**config.mk**
```make
export PLATFORM = sky130hd
export DESIGN_NAME = nco_fsk_ctrl_flat
export DESIGN_NICKNAME = d
export VERILOG_FILES = /design/src/rtl/nco_fsk_ctrl_if.sv /design/src/rtl/nco_fsk_ctrl.sv /design/src/flat_wrapper.sv
export SDC_FILE = /design/constraint.sdc
export NUM_CORES = 1
export LEC_CHECK = 0
export CORE_MARGIN = 1
export CORE_UTILIZATION = 48
export CTS_CLUSTER_DIAMETER = 120
export DETAILED_ROUTE_END_ITERATION = 16
export GPL_TIMING_DRIVEN = 0
export PLACE_DENSITY = 0.82
export SLEW_MARGIN = 20
export SYNTH_ARGS = -nofsm -noshare
export SYNTH_HDL_FRONTEND = slang
export SYNTH_SLANG_ARGS = --single-unit
```
**constraint.sdc**
```tcl
create_clock -name clk -period 1.9 [get_ports clk]
set_clock_uncertainty 0.05 [all_clocks]
set_input_delay 0.38 -clock clk [delete_from_list [all_inputs] [get_ports clk]]
set_output_delay 0.38 -clock clk [all_outputs]
set_load 0.05 [all_outputs]
```
**src/rtl/nco_fsk_ctrl_if.sv**
```systemverilog
// Byte handshake between the framing/data source and the FSK symbol sequencer.
// The source drives data_in/data_valid and the sequencer answers with data_ready.
interface nco_fsk_ctrl_if;
    logic [7:0] data_in;
    logic       data_valid;
    logic       data_ready;

    modport master (
        output data_in,
        output data_valid,
        input  data_ready
    );

    modport slave (
        input  data_in,
        input  data_valid,
        output data_ready
    );
endinterface

```
**src/rtl/nco_fsk_ctrl.sv**
```systemverilog
// Binary-FSK symbol sequencer: serialises bytes LSB first onto the NCO frequency
// control word, holding MARK/SPACE for SYM_CYCLES clocks per bit.
module nco_fsk_ctrl #(
    parameter int                     PHASE_WIDTH = 16,
    parameter int                     SYM_CYCLES  = 64,
    parameter logic [PHASE_WIDTH-1:0] FCW_MARK    = 16'd1024,
    parameter logic [PHASE_WIDTH-1:0] FCW_SPACE   = 16'd512,
    parameter logic [PHASE_WIDTH-1:0] FCW_IDLE    = 16'd0
) (
    input  logic                   clk,
    input  logic                   rst,
    nco_fsk_ctrl_if.slave          byte_bus,
    input  logic                   abort,
    output logic [PHASE_WIDTH-1:0] fcw,
    output logic                   nco_rst,
    output logic                   sym_tick,
    output logic                   byte_done,
    output logic                   tx_active
);

    localparam int                CNT_W    = $clog2(SYM_CYCLES);
    localparam logic [CNT_W-1:0]  SYM_LAST = CNT_W'(SYM_CYCLES - 1);

    localparam logic [1:0] ST_IDLE  = 2'd0;
    localparam logic [1:0] ST_START = 2'd1;
    localparam logic [1:0] ST_SEND  = 2'd2;

    logic [1:0]       state;
    logic [7:0]       shreg;
    logic [2:0]       bit_idx;
    logic [CNT_W-1:0] sym_cnt;
    logic             ready;

    logic sym_last;
    logic byte_last;

    assign sym_last  = (sym_cnt == SYM_LAST);
    assign byte_last = (bit_idx == 3'd7);

    // NOTE: state registers use non-blocking assignments so every flop samples
    // the pre-edge values, independent of statement order.
    always_ff @(posedge clk) begin
        if (rst) begin
            state   <= ST_IDLE;
            shreg   <= '0;
            bit_idx <= '0;
            sym_cnt <= '0;
        end else begin
            case (state)
                ST_IDLE: begin
                    if (byte_bus.data_valid && !abort) begin
                        shreg <= byte_bus.data_in;
                        state <= ST_START;
                    end
                end

                ST_START: begin
                    bit_idx <= '0;
                    sym_cnt <= '0;
                    state   <= abort ? ST_IDLE : ST_SEND;
                end

                ST_SEND: begin
                    if (abort) begin
                        state   <= ST_IDLE;
                        bit_idx <= '0;
                        sym_cnt <= '0;
                    end else if (!sym_last) begin
                        sym_cnt <= sym_cnt + 1'b1;
                    end else if (!byte_last) begin
                        shreg   <= shreg >> 1;
                        bit_idx <= bit_idx + 1'b1;
                        sym_cnt <= '0;
                    end else begin
                        // Chaining skips START so the NCO phase stays continuous.
                        bit_idx <= '0;
                        sym_cnt <= '0;
                        if (byte_bus.data_valid) begin
                            shreg <= byte_bus.data_in;
                        end else begin
                            state <= ST_IDLE;
                        end
                    end
                end

                default: begin
                    state   <= ST_IDLE;
                    bit_idx <= '0;
                    sym_cnt <= '0;
                end
            endcase
        end
    end

    // NOTE: every output gets a default first so no path through the case
    // leaves a signal unassigned and infers a latch.
    always_comb begin
        fcw       = FCW_IDLE;
        ready     = 1'b0;
        nco_rst   = 1'b0;
        sym_tick  = 1'b0;
        byte_done = 1'b0;
        tx_active = 1'b0;
        case (state)
            ST_IDLE: begin
                ready = 1'b1;
            end
            ST_START: begin
                nco_rst   = 1'b1;
                tx_active = 1'b1;
            end
            ST_SEND: begin
                fcw       = shreg[0] ? FCW_MARK : FCW_SPACE;
                tx_active = 1'b1;
                sym_tick  = (sym_cnt == '0);
                byte_done = sym_last && byte_last;
                ready     = sym_last && byte_last;
            end
            default: begin
                ready = 1'b0;
            end
        endcase
    end

    assign byte_bus.data_ready = ready;

endmodule
```
**src/flat_wrapper.sv**
```systemverilog
// flat-port wrapper written by rule: the top's interface ports become plain ports
module nco_fsk_ctrl_flat 
#(
    parameter int                     PHASE_WIDTH = 16,
    parameter int                     SYM_CYCLES  = 64,
    parameter logic [PHASE_WIDTH-1:0] FCW_MARK    = 16'd1024,
    parameter logic [PHASE_WIDTH-1:0] FCW_SPACE   = 16'd512,
    parameter logic [PHASE_WIDTH-1:0] FCW_IDLE    = 16'd0
)
  (clk, rst, abort, fcw, nco_rst, sym_tick, byte_done, tx_active, byte_bus_data_in, byte_bus_data_valid, byte_bus_data_ready);
  nco_fsk_ctrl_if byte_bus_i ();
  input  logic clk;
  input  logic rst;
  input  logic abort;
  output logic [PHASE_WIDTH-1:0] fcw;
  output logic nco_rst;
  output logic sym_tick;
  output logic byte_done;
  output logic tx_active;
  input wire logic [$bits(byte_bus_i.data_in)-1:0] byte_bus_data_in;
  input wire logic [$bits(byte_bus_i.data_valid)-1:0] byte_bus_data_valid;
  output wire logic [$bits(byte_bus_i.data_ready)-1:0] byte_bus_data_ready;
  assign byte_bus_i.data_in = byte_bus_data_in;
  assign byte_bus_i.data_valid = byte_bus_data_valid;
  assign byte_bus_data_ready = byte_bus_i.data_ready;
  nco_fsk_ctrl #(.PHASE_WIDTH(PHASE_WIDTH), .SYM_CYCLES(SYM_CYCLES), .FCW_MARK(FCW_MARK), .FCW_SPACE(FCW_SPACE), .FCW_IDLE(FCW_IDLE)) u_core (.clk(clk), .rst(rst), .byte_bus(byte_bus_i), .abort(abort), .fcw(fcw), .nco_rst(nco_rst), .sym_tick(sym_tick), .byte_done(byte_done), .tx_active(tx_active));
endmodule
```
==> summary.txt <==
Outcome
  • Status: finished with violations
  • Violated checks: setup timing

Die
  • Core Area: 2455 um2
  • Die X: 52.72 um
  • Boundary Pins: 33
  • Die H: 52.72 um
  • Initial Util: 0.5031
  • Die area: 2779 um2
  • Cell Rows: 18

STA
  • Max Slew Vio Count: 0
  • Minimum clock period: 1.956 ns
  • Final setup fails: 1
  • Period utilisation layout: 1.030
  • Slew margin rel.: 0.6563
  • Slew @ Worst Pin: 0.5155 ns
  • Final Hold Viols: 0
  • Fmax: 511.2 MHz
  • RSZ-0062 raised after global routing: true
  • Setup_tns: -0.05624 ns
  • Final WS setup: -0.05624 ns

Hold path
  • Hold endpoint: u_core.bit_idx[1]
  • Hold Path Stages: 2
  • Path type of the worst min-delay path: flip-flop to flip-flop
  • Worst hold start: u_core.bit_idx[1]

Critical path
  • Critical path's top delay family: simple AND/OR/NAND/NOR gates
  • Crit end category: primary output
  • WS Path Type: flip-flop to primary output
  • R2R setup slack: 0.10 ns
  • Worst-path fanout max: 3
  • Crit-path most repeated cell: ha_4
  • CP Depth: 5
  • Worst flop-to-flop path endpoint: u_core.shreg[3]
  • Worst Path Buf+Inv: 1
  • Critical R2R Launch: u_core.bit_idx[1]
  • R2R depth: 7
  • Startpoint Class: flip-flop
  • CP required: 1.47 ns
  • Largest stage delay, worst path: 0.35 ns
  • Crit-path cells: ha_4 > ha_4 > and3_4 > or2_4 > buf_8
  • Slowest cell on crit path: dfxtp_2
  • Worst Path Arrival: 1.53 ns

Logic synthesis
  • Syn Area/Cell: 8.697 um2
  • Synthesis-stage register bit count: 19
  • Post-synthesis compound-gate area fraction: 0.1368
  • Synth Area in XOR/XNOR: 0.01418
  • Simple-Gate Fraction of Synth Area: 0.2472
  • Post-synthesis sequential area ratio: 0.3080
  • Main combinational cell family by area after synthesis: simple AND/OR/NAND/NOR gates
  • Post-Synth Adder-Cell Area: 0.09119
  • EDFF count, synth: 0
  • Syn Inst Count: 142
  • Async SR Flop Fraction: 0
  • Area of the mapped netlist: 1235 um2
  • Yosys cell types: 38
  • Synth warn: 0
  • Post-synthesis mux area share: 0.05674
  • Most used DFF post-synth: dfxtp_1

Drt
  • DRT antenna net count: 0
  • DR vias: 1138
  • WL per Instance: 12.58 um
  • Vias per inst: 5.220
  • DRT Pass-1 Iters: 4
  • DRT iter0 DRCs: 19
  • Routed WL: 2743 um
  • DRC: 0

Cells and area
  • Share of layout cells above drive strength 1: 0.3191
  • Commonest non-fill, non-tap cells in the layout: buf_4, conb_1, clkdlybuf4s50_1, dfxtp_1
  • Nets: 210
  • Commonest non-fill, non-tap cell in the layout: buf_4
  • Final Util: 0.7049
  • Fill cell count: 198
  • Layout area overhead: 40.12%
  • Ant diodes: 0

Global route
  • Initial antenna violation count: 0
  • GRT Residual Overflow: 0
  • Largest net degree at the start of global routing: 12
  • Vias in the first global route: 919
  • First-pass GRT wire length: 4064 um
  • Global router's overall resource usage: 0.2002

Power and ir drop
  • Leak: 0.7726 nW
  • Maximum vdd drop: 0.4307 mV
  • PwrDens: 592.8 nW/um2

Placed design
  • DP HPWL: 1932 um
  • Placer Congestion: 0.7785
  • Number of port buffers: 18

CTS
  • Hold bufs inserted after CTS: 0
  • Num CTS Buffers: 3
  • CTS tree: done
  • Clock Tree Buf Depth: 2
  • H-tree depth: 1
  • Clock net sink count: 19
  • CTS root buffer: clkbuf_4
  • Reg clk slew, reported paths: 0.11 ns
  • Latest clock arrival within the worst-skew pair: 0.30 ns

Flow run
  • Max Cap Viol: 0
[worst max path at each step]
stage	startpoint	end	slack [ns]
2_1_floorplan	u_core.sym_cnt[0]	byte_bus_data_ready	0.05
5_1_grt	u_core.sym_cnt[1]	byte_bus_data_ready	-0.1
4_1_cts	u_core.state[0]	byte_bus_data_ready	-0.12
3_5_place_dp	u_core.sym_cnt[0]	byte_bus_data_ready	-0.64
6_report	u_core.bit_idx[1]	byte_bus_data_ready	-0.06
3_3_place_gp	u_core.sym_cnt[0]	byte_bus_data_ready	-0.62
[synthesized netlist by cell type (3+ instances only)]
cell / n / area, um2
a211oi_1: 7 / 52.55
a21oi_1: 6 / 30.03
and3_1: 3 / 18.77
buf_4: 14 / 105.1
dfxtp_1: 19 / 380.4
ha_1: 9 / 112.6
inv_1: 9 / 33.78
mux2i_1: 7 / 70.07
nand2_1: 5 / 18.77
nand3_1: 4 / 20.02
nand4_1: 3 / 18.77
nor2_1: 5 / 18.77
nor2b_1: 4 / 25.02
nor3_1: 9 / 45.04
o21ai_0: 5 / 25.02
o32ai_1: 3 / 26.28
[per-layer routing]
metal  global-route usage  part of all wire  up-vias
li1                     -                 -      572
met2               0.3544              0.48       37
met4              0.06579            0.0091        0
met1               0.2456              0.46      525
met5                    0                 0        -
met3              0.02609             0.043        4
[cells by family after synthesis]
group / after synthesis
and+or+nand+nor: 50
buffers and inverters: 29
adders and majority gates: 9
xor gates and xnor gates: 2
muxes: 7
other: 1
AOI/OAI and AO/OA: 25
DFF: 19
[worst reg2reg max path, cell delays in order, from the launching register on]
cell and delay, ns:
dfxtp_2 0.35, ha_4 0.17, ha_1 0.21, o21ba_2 0.22
nor4_4 0.30, buf_4 0.19, nor3_1 0.04, a211oi_1 0.19
[flip-flops by register name (all words and copies together), names as in the netlist]
signal,flops
u_core.sym_cnt,6
u_core.bit_idx,3
u_core.state,2
u_core.shreg,8
[metrics by stage]
step	instance area [um2]	cells	hold WS (ns)	power, W	worst slack [ns]
floorplan	1291	155	0.4081	0.0007155	0.04591
global placement	1509	203	0.4170	0.0007856	-0.6177
detailed placement	1509	203	0.4261	0.0007943	-0.6399
CTS	1632	211	0.4454	0.001006	-0.1211
global route	1730	218	0.4731	0.001073	-0.09913
finish	1730	218	0.4559	0.001026	-0.05624
[power by group]
group | internal (W) | switching [W]
Clock | 0.0000784 | 0.000124
Combinational | 0.000156 | 0.000237
Sequential | 0.000417 | 0.0000133
[area by class of cell]
cell class                      count  area, um2  share of cell area
Buffer                             20      150.1             0.08677
Clock buffer                        3      22.52             0.01302
Clock inverter                      1      5.005            0.002892
Inverter                            9      33.78             0.01952
Multi-Input combinational cell    107      813.3              0.4700
Sequential cell                    19      397.9              0.2299
Tap cell                           30      37.54             0.02169
Timing Repair Buffer               29      270.3              0.1562
[repair_timing]
item,CTS,global route
buffers inserted,4,7
cloned,0,0
setup endpoints to repair,15,15
pin swaps,2,4
gates resized for setup,56,13
endpoints found under the hold margin,0,0
No activity file was read; power rests on OpenSTA's default activity.
